## src/rtl/aes_mix_columns_seq_if.sv

```systemverilog
// Handshake bundle for the MixColumns engine: block in on one side, transformed block out on the other.
// The engine connects through the slave modport and the block feeding it uses master.
interface aes_mix_columns_seq_if;
  logic         in_valid;
  logic         in_ready;
  logic [127:0] in_data;
  logic         in_inv;
  logic         out_valid;
  logic         out_ready;
  logic [127:0] out_data;

  modport master (
    output in_valid,
    output in_data,
    output in_inv,
    output out_ready,
    input  in_ready,
    input  out_valid,
    input  out_data
  );

  modport slave (
    input  in_valid,
    input  in_data,
    input  in_inv,
    input  out_ready,
    output in_ready,
    output out_valid,
    output out_data
  );
endinterface

```

## src/rtl/aes_mix_columns_seq.sv

```systemverilog
// AES MixColumns / InvMixColumns engine that transforms COLS columns per clock, in place,
// in a 128-bit working register. One block in flight, valid/ready on both sides.
module aes_mix_columns_seq #(
  parameter int COLS = 1
) (
  input logic                  clk,
  input logic                  rst,
  aes_mix_columns_seq_if.slave bus
);

  localparam int NCYC = 4 / COLS;
  localparam logic [1:0] LAST_CNT = 2'(NCYC - 1);

  if (!(COLS == 1 || COLS == 2 || COLS == 4)) begin : g_bad_cols
    $error("aes_mix_columns_seq: COLS must be 1, 2 or 4");
  end

  typedef enum logic [1:0] {IDLE, BUSY, DONE} state_t;

  state_t      state_reg, state_next;
  logic [1:0]  cnt_reg, cnt_next;
  logic        mode_reg, mode_next;
  logic [31:0] col_reg [4];
  logic [31:0] col_next [4];
  logic [31:0] col_upd [4];
  logic [31:0] lane_in [COLS];
  logic [31:0] lane_out [COLS];

  function automatic logic [7:0] xtime(input logic [7:0] b);
    return {b[6:0], 1'b0} ^ (b[7] ? 8'h1b : 8'h00);
  endfunction

  function automatic logic [31:0] mix_fwd(input logic [31:0] col);
    logic [7:0] a [4];
    logic [7:0] r [4];
    for (int i = 0; i < 4; i++) a[i] = col[31 - 8*i -: 8];
    for (int i = 0; i < 4; i++) begin
      r[i] = xtime(a[i]) ^ xtime(a[(i+1)%4]) ^ a[(i+1)%4] ^ a[(i+2)%4] ^ a[(i+3)%4];
    end
    return {r[0], r[1], r[2], r[3]};
  endfunction

  // 09, 0b, 0d and 0e multiples all come from the same three-deep xtime chain per byte.
  function automatic logic [31:0] mix_inv(input logic [31:0] col);
    logic [7:0] a [4];
    logic [7:0] x1 [4];
    logic [7:0] x2 [4];
    logic [7:0] x3 [4];
    logic [7:0] m9 [4];
    logic [7:0] mb [4];
    logic [7:0] md [4];
    logic [7:0] me [4];
    logic [7:0] r [4];
    for (int i = 0; i < 4; i++) begin
      a[i]  = col[31 - 8*i -: 8];
      x1[i] = xtime(a[i]);
      x2[i] = xtime(x1[i]);
      x3[i] = xtime(x2[i]);
      m9[i] = x3[i] ^ a[i];
      mb[i] = x3[i] ^ x1[i] ^ a[i];
      md[i] = x3[i] ^ x2[i] ^ a[i];
      me[i] = x3[i] ^ x2[i] ^ x1[i];
    end
    for (int i = 0; i < 4; i++) begin
      r[i] = me[i] ^ mb[(i+1)%4] ^ md[(i+2)%4] ^ m9[(i+3)%4];
    end
    return {r[0], r[1], r[2], r[3]};
  endfunction

  // Each lane picks its column out of the current group and mixes it in the latched mode.
  for (genvar gi = 0; gi < COLS; gi++) begin : g_lane
    logic [1:0] col_idx;
    assign col_idx      = 2'(int'(cnt_reg) * COLS + gi);
    assign lane_in[gi]  = col_reg[col_idx];
    assign lane_out[gi] = mode_reg ? mix_inv(lane_in[gi]) : mix_fwd(lane_in[gi]);
  end

  // Column gi belongs to group gi/COLS and is served by lane gi%COLS.
  for (genvar gi = 0; gi < 4; gi++) begin : g_col
    localparam logic [1:0] GROUP = 2'(gi / COLS);
    localparam int SLOT = gi % COLS;
    assign col_upd[gi] = (cnt_reg == GROUP) ? lane_out[SLOT] : col_reg[gi];
  end

  always_comb begin
    state_next = state_reg;
    cnt_next   = cnt_reg;
    mode_next  = mode_reg;
    for (int c = 0; c < 4; c++) col_next[c] = col_reg[c];

    case (state_reg)
      IDLE: begin
        if (bus.in_valid) begin
          state_next = BUSY;
          cnt_next   = 2'd0;
          mode_next  = bus.in_inv;
          for (int c = 0; c < 4; c++) col_next[c] = bus.in_data[127 - 32*c -: 32];
        end
      end
      BUSY: begin
        for (int c = 0; c < 4; c++) col_next[c] = col_upd[c];
        cnt_next = cnt_reg + 2'd1;
        if (cnt_reg == LAST_CNT) state_next = DONE;
      end
      DONE: begin
        if (bus.out_ready) state_next = IDLE;
      end
      default: state_next = IDLE;
    endcase
  end

  always_ff @(posedge clk) begin
    if (rst) begin
      state_reg <= IDLE;
      cnt_reg   <= 2'd0;
      mode_reg  <= 1'b0;
      for (int c = 0; c < 4; c++) col_reg[c] <= 32'h0;
    end else begin
      state_reg <= state_next;
      cnt_reg   <= cnt_next;
      mode_reg  <= mode_next;
      for (int c = 0; c < 4; c++) col_reg[c] <= col_next[c];
    end
  end

  assign bus.in_ready  = (state_reg == IDLE) && !rst;
  assign bus.out_valid = (state_reg == DONE);
  assign bus.out_data  = {col_reg[0], col_reg[1], col_reg[2], col_reg[3]};

endmodule

```

## src/flat_wrapper.sv

```systemverilog
// flat-port wrapper written by rule: the top's interface ports become plain ports
module aes_mix_columns_seq_flat 
#(
  parameter int COLS = 1
)
  (clk, rst, bus_in_valid, bus_in_data, bus_in_inv, bus_out_ready, bus_in_ready, bus_out_valid, bus_out_data);
  aes_mix_columns_seq_if bus_i ();
  input logic clk;
  input logic rst;
  input wire logic [$bits(bus_i.in_valid)-1:0] bus_in_valid;
  input wire logic [$bits(bus_i.in_data)-1:0] bus_in_data;
  input wire logic [$bits(bus_i.in_inv)-1:0] bus_in_inv;
  input wire logic [$bits(bus_i.out_ready)-1:0] bus_out_ready;
  output wire logic [$bits(bus_i.in_ready)-1:0] bus_in_ready;
  output wire logic [$bits(bus_i.out_valid)-1:0] bus_out_valid;
  output wire logic [$bits(bus_i.out_data)-1:0] bus_out_data;
  assign bus_i.in_valid = bus_in_valid;
  assign bus_i.in_data = bus_in_data;
  assign bus_i.in_inv = bus_in_inv;
  assign bus_i.out_ready = bus_out_ready;
  assign bus_in_ready = bus_i.in_ready;
  assign bus_out_valid = bus_i.out_valid;
  assign bus_out_data = bus_i.out_data;
  aes_mix_columns_seq #(.COLS(COLS)) u_core (.clk(clk), .rst(rst), .bus(bus_i));
endmodule
```

## config.mk

```make
export PLATFORM = sky130hd
export DESIGN_NAME = aes_mix_columns_seq_flat
export DESIGN_NICKNAME = d
export VERILOG_FILES = /design/src/rtl/aes_mix_columns_seq_if.sv /design/src/rtl/aes_mix_columns_seq.sv /design/src/flat_wrapper.sv
export SDC_FILE = /design/constraint.sdc
export NUM_CORES = 1
export LEC_CHECK = 0
export BUFFER_PORTS_ARGS = -buffer_cell sky130_fd_sc_hd__buf_2
export CORE_AREA = 10 10 143 145
export DETAILED_ROUTE_END_ITERATION = 8
export DIE_AREA = 0 0 153 155
export GPL_ROUTABILITY_DRIVEN = 0
export PLACE_DENSITY = 0.8
export REMOVE_ABC_BUFFERS = 1
export SYNTH_ARGS = -nofsm -noshare
export SYNTH_HDL_FRONTEND = slang
export SYNTH_SLANG_ARGS = --single-unit
```

## constraint.sdc

```tcl
create_clock -name clk -period 3.5 [get_ports clk]
set_input_delay 0.175 -clock clk [delete_from_list [all_inputs] [get_ports clk]]
set_output_delay 0.175 -clock clk [all_outputs]
set_load 0.02 [all_outputs]
```

==> reports/summary.txt, run 1 <==
Final WS setup: 149.9 ps
GR Overflow Total: 0
Number of nets in the layout: 1351
Slew Limit Fails: 0
Largest net degree at the start of global routing: 88
Worst-path clk slew: 60 ps
Clock latency on the worst-skew pair: 430 ps
Routed Antenna Nets: 0
Via Count: 8714
Critical path fanouts, max: 15
Power share of the combinational group: 61.5%
I/O Buffers: 262
Crit path buffers/inverters: 1
Commonest non-fill, non-tap cell in the layout: buf_2
Crit path DAT: 3630 ps
Switching Power: 4120 µW
Num Clock Sinks: 135
Detail Placement HPWL: 24640 µm
Pre-antenna DRT Iters: 6
Post-synthesis instance area: 9216 µm²
Pwr/cell area: 882.7 nW/µm²
Part of the Yosys area used for sequential elements: 29.32%
GRT Util Overall: 27.10%
Top-area cell type share of the netlist area: 29.32%
Post-CTS Hold Fix Bufs: 0
Run status: finished, final reports clean
Startpoint Class: flip-flop
P&R area growth vs syn: 23.19%
Seq cells post-synth: 135
Share of layout cells above drive strength 1: 31.38%
Register-to-Register Path Depth: 8
Fraction of registers with async set/reset: 0%
Max VDD drop: 0.0005334 V
Crit share post-route: 95.72%
CP dominant cell by count: xnor3_1
Critical path depth in cells: 8
Residual DRC count: 0
Worst Hold Path Cells: 3
Max Root-Sink Buffers: 2
CP cell instances: buf_12, mux4_2, xor2_1, xnor3_1, nor2b_1, xnor3_1, a221oi_1, nor3_1
Setup crit end kind: flip-flop
Cell-internal power: 5902 µW
Pre-CTS setup slack: 179.8 ps
Initial Util: 52.20%
Crit-path slowest cell: mux4_2
Post-synthesis cell count: 983
First-pass GRT wire length: 51250 µm
Crit path kind: reg2reg
Root Driver: clkbuf_16
Fin. Hold Viols: 0
Yosys warning total: 0
Number of max-cap violations: 0
Number of synthesized flops with an enable pin: 0
Sw frac: 41.11%
Pleak: 0.004998 µW
Post-Route Skew: 6.803 ps
Die Area: 23720 µm²
Synth top area cells: dfxtp_1 29%, xnor2_1 10%, xnor3_1 8.3%
R2R Setup Slk: 150 ps
RSZ-0062 raised after global routing: false
Drt wl/cell: 23.10 µm
Clock share of power: 18.9%
CTS tree: yes
Slowest stage delay, CP: 690 ps
Yosys cell types: 48
Die Y: 155 µm
Top delay family on crit path: XOR/XNOR gates
Initial antenna violation count: 2
Hold Path Class: in2reg
Syn avg cell area: 9.376 µm²
Number of flip-flops in the largest register: 128
Max H-tree Level: 4
Rel. slew slack: 5.522%
Drt initial violations: 881
Req. time, crit path: 3780 ps
Setup violators final: 0
Row cnt: 49
Main flop type after synthesis: dfxtp_1
Crit path time final: 3350 ps
Drt total wl: 33660 µm
Fin Hold WS: 30.99 ps
I/O Pins: 263
CTS Buf Count: 17
Max Fclk: 298.5 MHz
Seq pwr share: 19.6%
Post-CTS sizing: 0
Yosys top cell by area: dfxtp_1
Buffer count from post-CTS setup fixing: 0
Worst slew pin tran: 1412 ps
Via density: 5.981
Vias in the first global route: 8889
Most frequent cells in the layout: 262 x buf_2, 133 x dfxtp_1, 108 x xnor2_1
Die width: 153 µm
Core area: 17660 µm²
power groups by stage:
stage               clock [µW]  combinational, µW  sequential (µW)
finish                    1890               6170             1960
global route              1950               6480             1990
CTS                       1890               6060             1960
detailed placement           0               5970             1990
global placement             0               5900             1980
floorplan                    0               4290             2240
synth_stat cells, drive strengths merged (5+ instances only):
cell type / count
xnor3: 36
xnor2: 122
xor3: 5
a22o: 13
a221oi: 5
o21a: 15
nor3: 18
mux2i: 7
nor2: 94
a21oi: 78
a211oi: 52
xor2: 41
o22ai: 6
dfxtp: 135
and3: 14
a21o: 5
mux4: 33
o21ai: 102
inv: 7
clkbuf: 56
buf: 27
nand2: 73
routing by layer:
metal | vias up | part of all wire, % | GRT usage [%]
li1 | 3959 | - | -
met1 | 4123 | 39 | 33.40
met2 | 552 | 48 | 44.85
met3 | 80 | 9.7 | 6.396
met4 | 0 | 3.2 | 10.85
met5 | - | 0 | 0
worst register-to-register path: cells and delay by family, from the launching register on:
kind	cells	cell delay, ps
xor gates and xnor gates	3	1260
and+or+nand+nor	2	340
AOI/OAI and AO/OA	1	310
buffers and inverters	1	210
muxes	1	690
DFF	1	400
final timing paths:
| path | startpoint | to |
|---|---|---|
| hold reg to reg | u_core.col_reg[0][6] | u_core.col_reg[0][6] |
| setup / recovery | flip-flop | u_core.col_reg[3][23] |
| hold / removal | bus_in_inv | u_core.mode_reg |
| setup reg to reg | flip-flop | u_core.col_reg[3][23] |
per-stage QoR:
stage,instance area (µm²),total power (µW),utilization [%],setup TNS (ps),std cells
4_1_cts,11350,9911,64.26,0,1456
2_1_floorplan,8820,6526,-,-55000,900
3_3_place_gp,10730,7879,60.75,0,1424
6_report,11350,10020,64.30,0,1457
5_1_grt,11350,10420,64.30,0,1457
3_5_place_dp,10730,7962,60.75,0,1424
cell families after synthesis:
| group | Yosys count | share of synthesized area (%) |
|---|---|---|
| DFF | 135 | 29.32 |
| xor gates and xnor gates | 204 | 27.11 |
| AOI/OAI and AO/OA | 294 | 19.66 |
| muxes | 40 | 8.865 |
| adders and majority gates | 4 | 0.5431 |
| and+or+nand+nor | 216 | 9.910 |
| buffers and inverters | 90 | 4.589 |
layout make-up:
cell class                 instances  area (µm²)
clock inverter                     8       117.6
multi-input combinational        758        6117
antenna                            1       2.502
clock buffer                      24       501.7
fill                            1489        6304
tap                              229       286.5
sequential                       135        2705
timing repair buffer             295        1597
inverter                           7       26.28
No activity file was read; power rests on OpenSTA's default activity.
==> run 2, diff against run 1 <==
clock period = 3.45 ns   (was 3.5 ns; I/O delays follow)
==> run 2 against run 1 <==
Against the previous run:
- worst setup slack better by 0.92 ps
- sequential power up 2%
- hold slack worse by 10 ps
- die area unchanged
- highest routed layer unchanged
- critical path depth unchanged
- largest power group unchanged
- via count up 2.4%
- design area up 0.57%
- clock-buffer cell count down 4
- combinational power up 2%
- global-route usage about the same
- clock power up 4%
==> reports/summary.txt, run 2 (synthesis results as in run 1) <==
Run status: finished, final reports clean
CTS Buf Count: 17
Max Fclk: 303.1 MHz
Most frequent cells in the layout: 262 x buf_2, 133 x dfxtp_1, 108 x xnor2_1
Crit path kind: reg2reg
Crit path time final: 3299 ps
GRT Util Overall: 27.13%
Crit-path slowest cell: mux4_1
Root Driver: clkbuf_16
Residual DRC count: 0
Dpl cell area: 10770 µm²
Worst slew pin tran: 880.5 ps
Commonest non-fill, non-tap cell in the layout: buf_2
Drt initial violations: 1010
GR Overflow Total: 0
Pre-antenna DRT Iters: 5
Fin. Hold Viols: 0
Pwr/cell area: 900.7 nW/µm²
Drt total wl: 33800 µm
Vias in the first global route: 8929
Number of flip-flops in the largest register: 128
Number of nets in the layout: 1360
Worst-path clk slew: 60 ps
# diodes: 0
Crit path DAT: 3600 ps
Die Y: 155 µm
Share of layout cells above drive strength 1: 31.80%
Req. time, crit path: 3750 ps
Core area: 17660 µm²
Detail Placement HPWL: 24880 µm
Max VDD drop: 0.0005057 V
Crit share post-route: 95.63%
Slew Limit Fails: 0
RSZ-0062 raised after global routing: false
Flip-flop and latch area: 2708 µm²
Post-Layout Inst Area: 11420 µm²
Setup violators final: 0
Clock latency on the worst-skew pair: 440 ps
Via density: 6.089
Startpoint Class: flip-flop
Initial Util: 52.20%
Initial antenna violation count: 0
CTS tree: yes
Pre-CTS setup slack: 78.34 ps
Fillers: 1432
Critical path fanouts, max: 17
Drt wl/cell: 23.07 µm
First-pass GRT wire length: 51310 µm
Die Area: 23720 µm²
Row cnt: 49
Final core occ: 64.67%
Number of max-cap violations: 0
I/O Buffers: 262
Pleak: 0.005030 µW
Max H-tree Level: 4
Rel. slew slack: 41.30%
Final Power: 10280 µW
CP cell instances: buf_12, mux4_1, xor2_1, xnor3_1, mux2i_1, xnor2_1, nor2_1, a2111oi_1
Setup crit end kind: flip-flop
Multi-input gate area: 6113 µm²
Final WS setup: 150.8 ps
Via Count: 8920
Routed Antenna Nets: 0
Num Clock Sinks: 135
P&R area growth vs syn: 23.89%
Max Root-Sink Buffers: 2
Hold Path Class: in2reg
Slowest stage delay, CP: 720 ps
Die width: 153 µm
Largest net degree at the start of global routing: 88
Post-Route Skew: 12.44 ps
I/O Pins: 263
## run 2: critical path, delay by kind of cell, from the launching register on
family	cells	cell delay, ps
AO/OA/AOI/OAI	1	460
XOR/XNOR	3	1080
buffers and inverters	1	190
flip-flops	1	370
multiplexers	2	920
AND/OR/NAND/NOR	1	130
## run 2: final timing paths
path,startpoint,endpoint,slack [ps],cells past startpoint
worst min-delay path,bus_in_data[59],u_core.col_reg[2][27],20,3
worst min register to register,u_core.col_reg[0][6],u_core.col_reg[0][6],470,2
worst max register to register,flip-flop,u_core.col_reg[0][17],150,8
worst max-delay path,flip-flop,u_core.col_reg[0][17],150,8
## run 2: cell type report
cell class	instances	share of cell area [%]
Clock buffer	20	4.000
Clock inverter	12	1.523
Inverter	7	0.2301
Multi-Input combinational cell	758	53.54
Sequential cell	135	23.71
Tap cell	229	2.509
Timing Repair Buffer	304	14.49
## run 2: what timing repair did
| action | 4_1_cts | 5_1_grt |
|---|---|---|
| gates resized for setup | 0 | 2 |
| setup buffers | 0 | 0 |
| endpoints found under the setup margin | 0 | 14 |
| endpoints found under the hold margin | 1 | 0 |
| hold buffers | 1 | 0 |
## run 2: stage by stage
step	cells	setup TNS, ps	hold slack (ps)
after detailed placement	1432	0	441.8
after floorplan	900	-61600	237.1
after global routing	1465	0	34.27
after global placement	1432	0	445.9
final	1465	0	20.58
after CTS	1465	0	21.12
## run 2: power breakdown
group,switching (µW),internal (µW)
registers,202,1790
clock network,725,1240
logic,3330,2990
total,4250,6030
## run 2: layer usage
metal	global-route usage (%)	up-vias	routed length [µm]
met5	0	-	0
met1	34.25	4258	13100
met3	6.341	89	3521
met2	43.88	588	15970
li1	-	3985	-
met4	11.04	0	1200
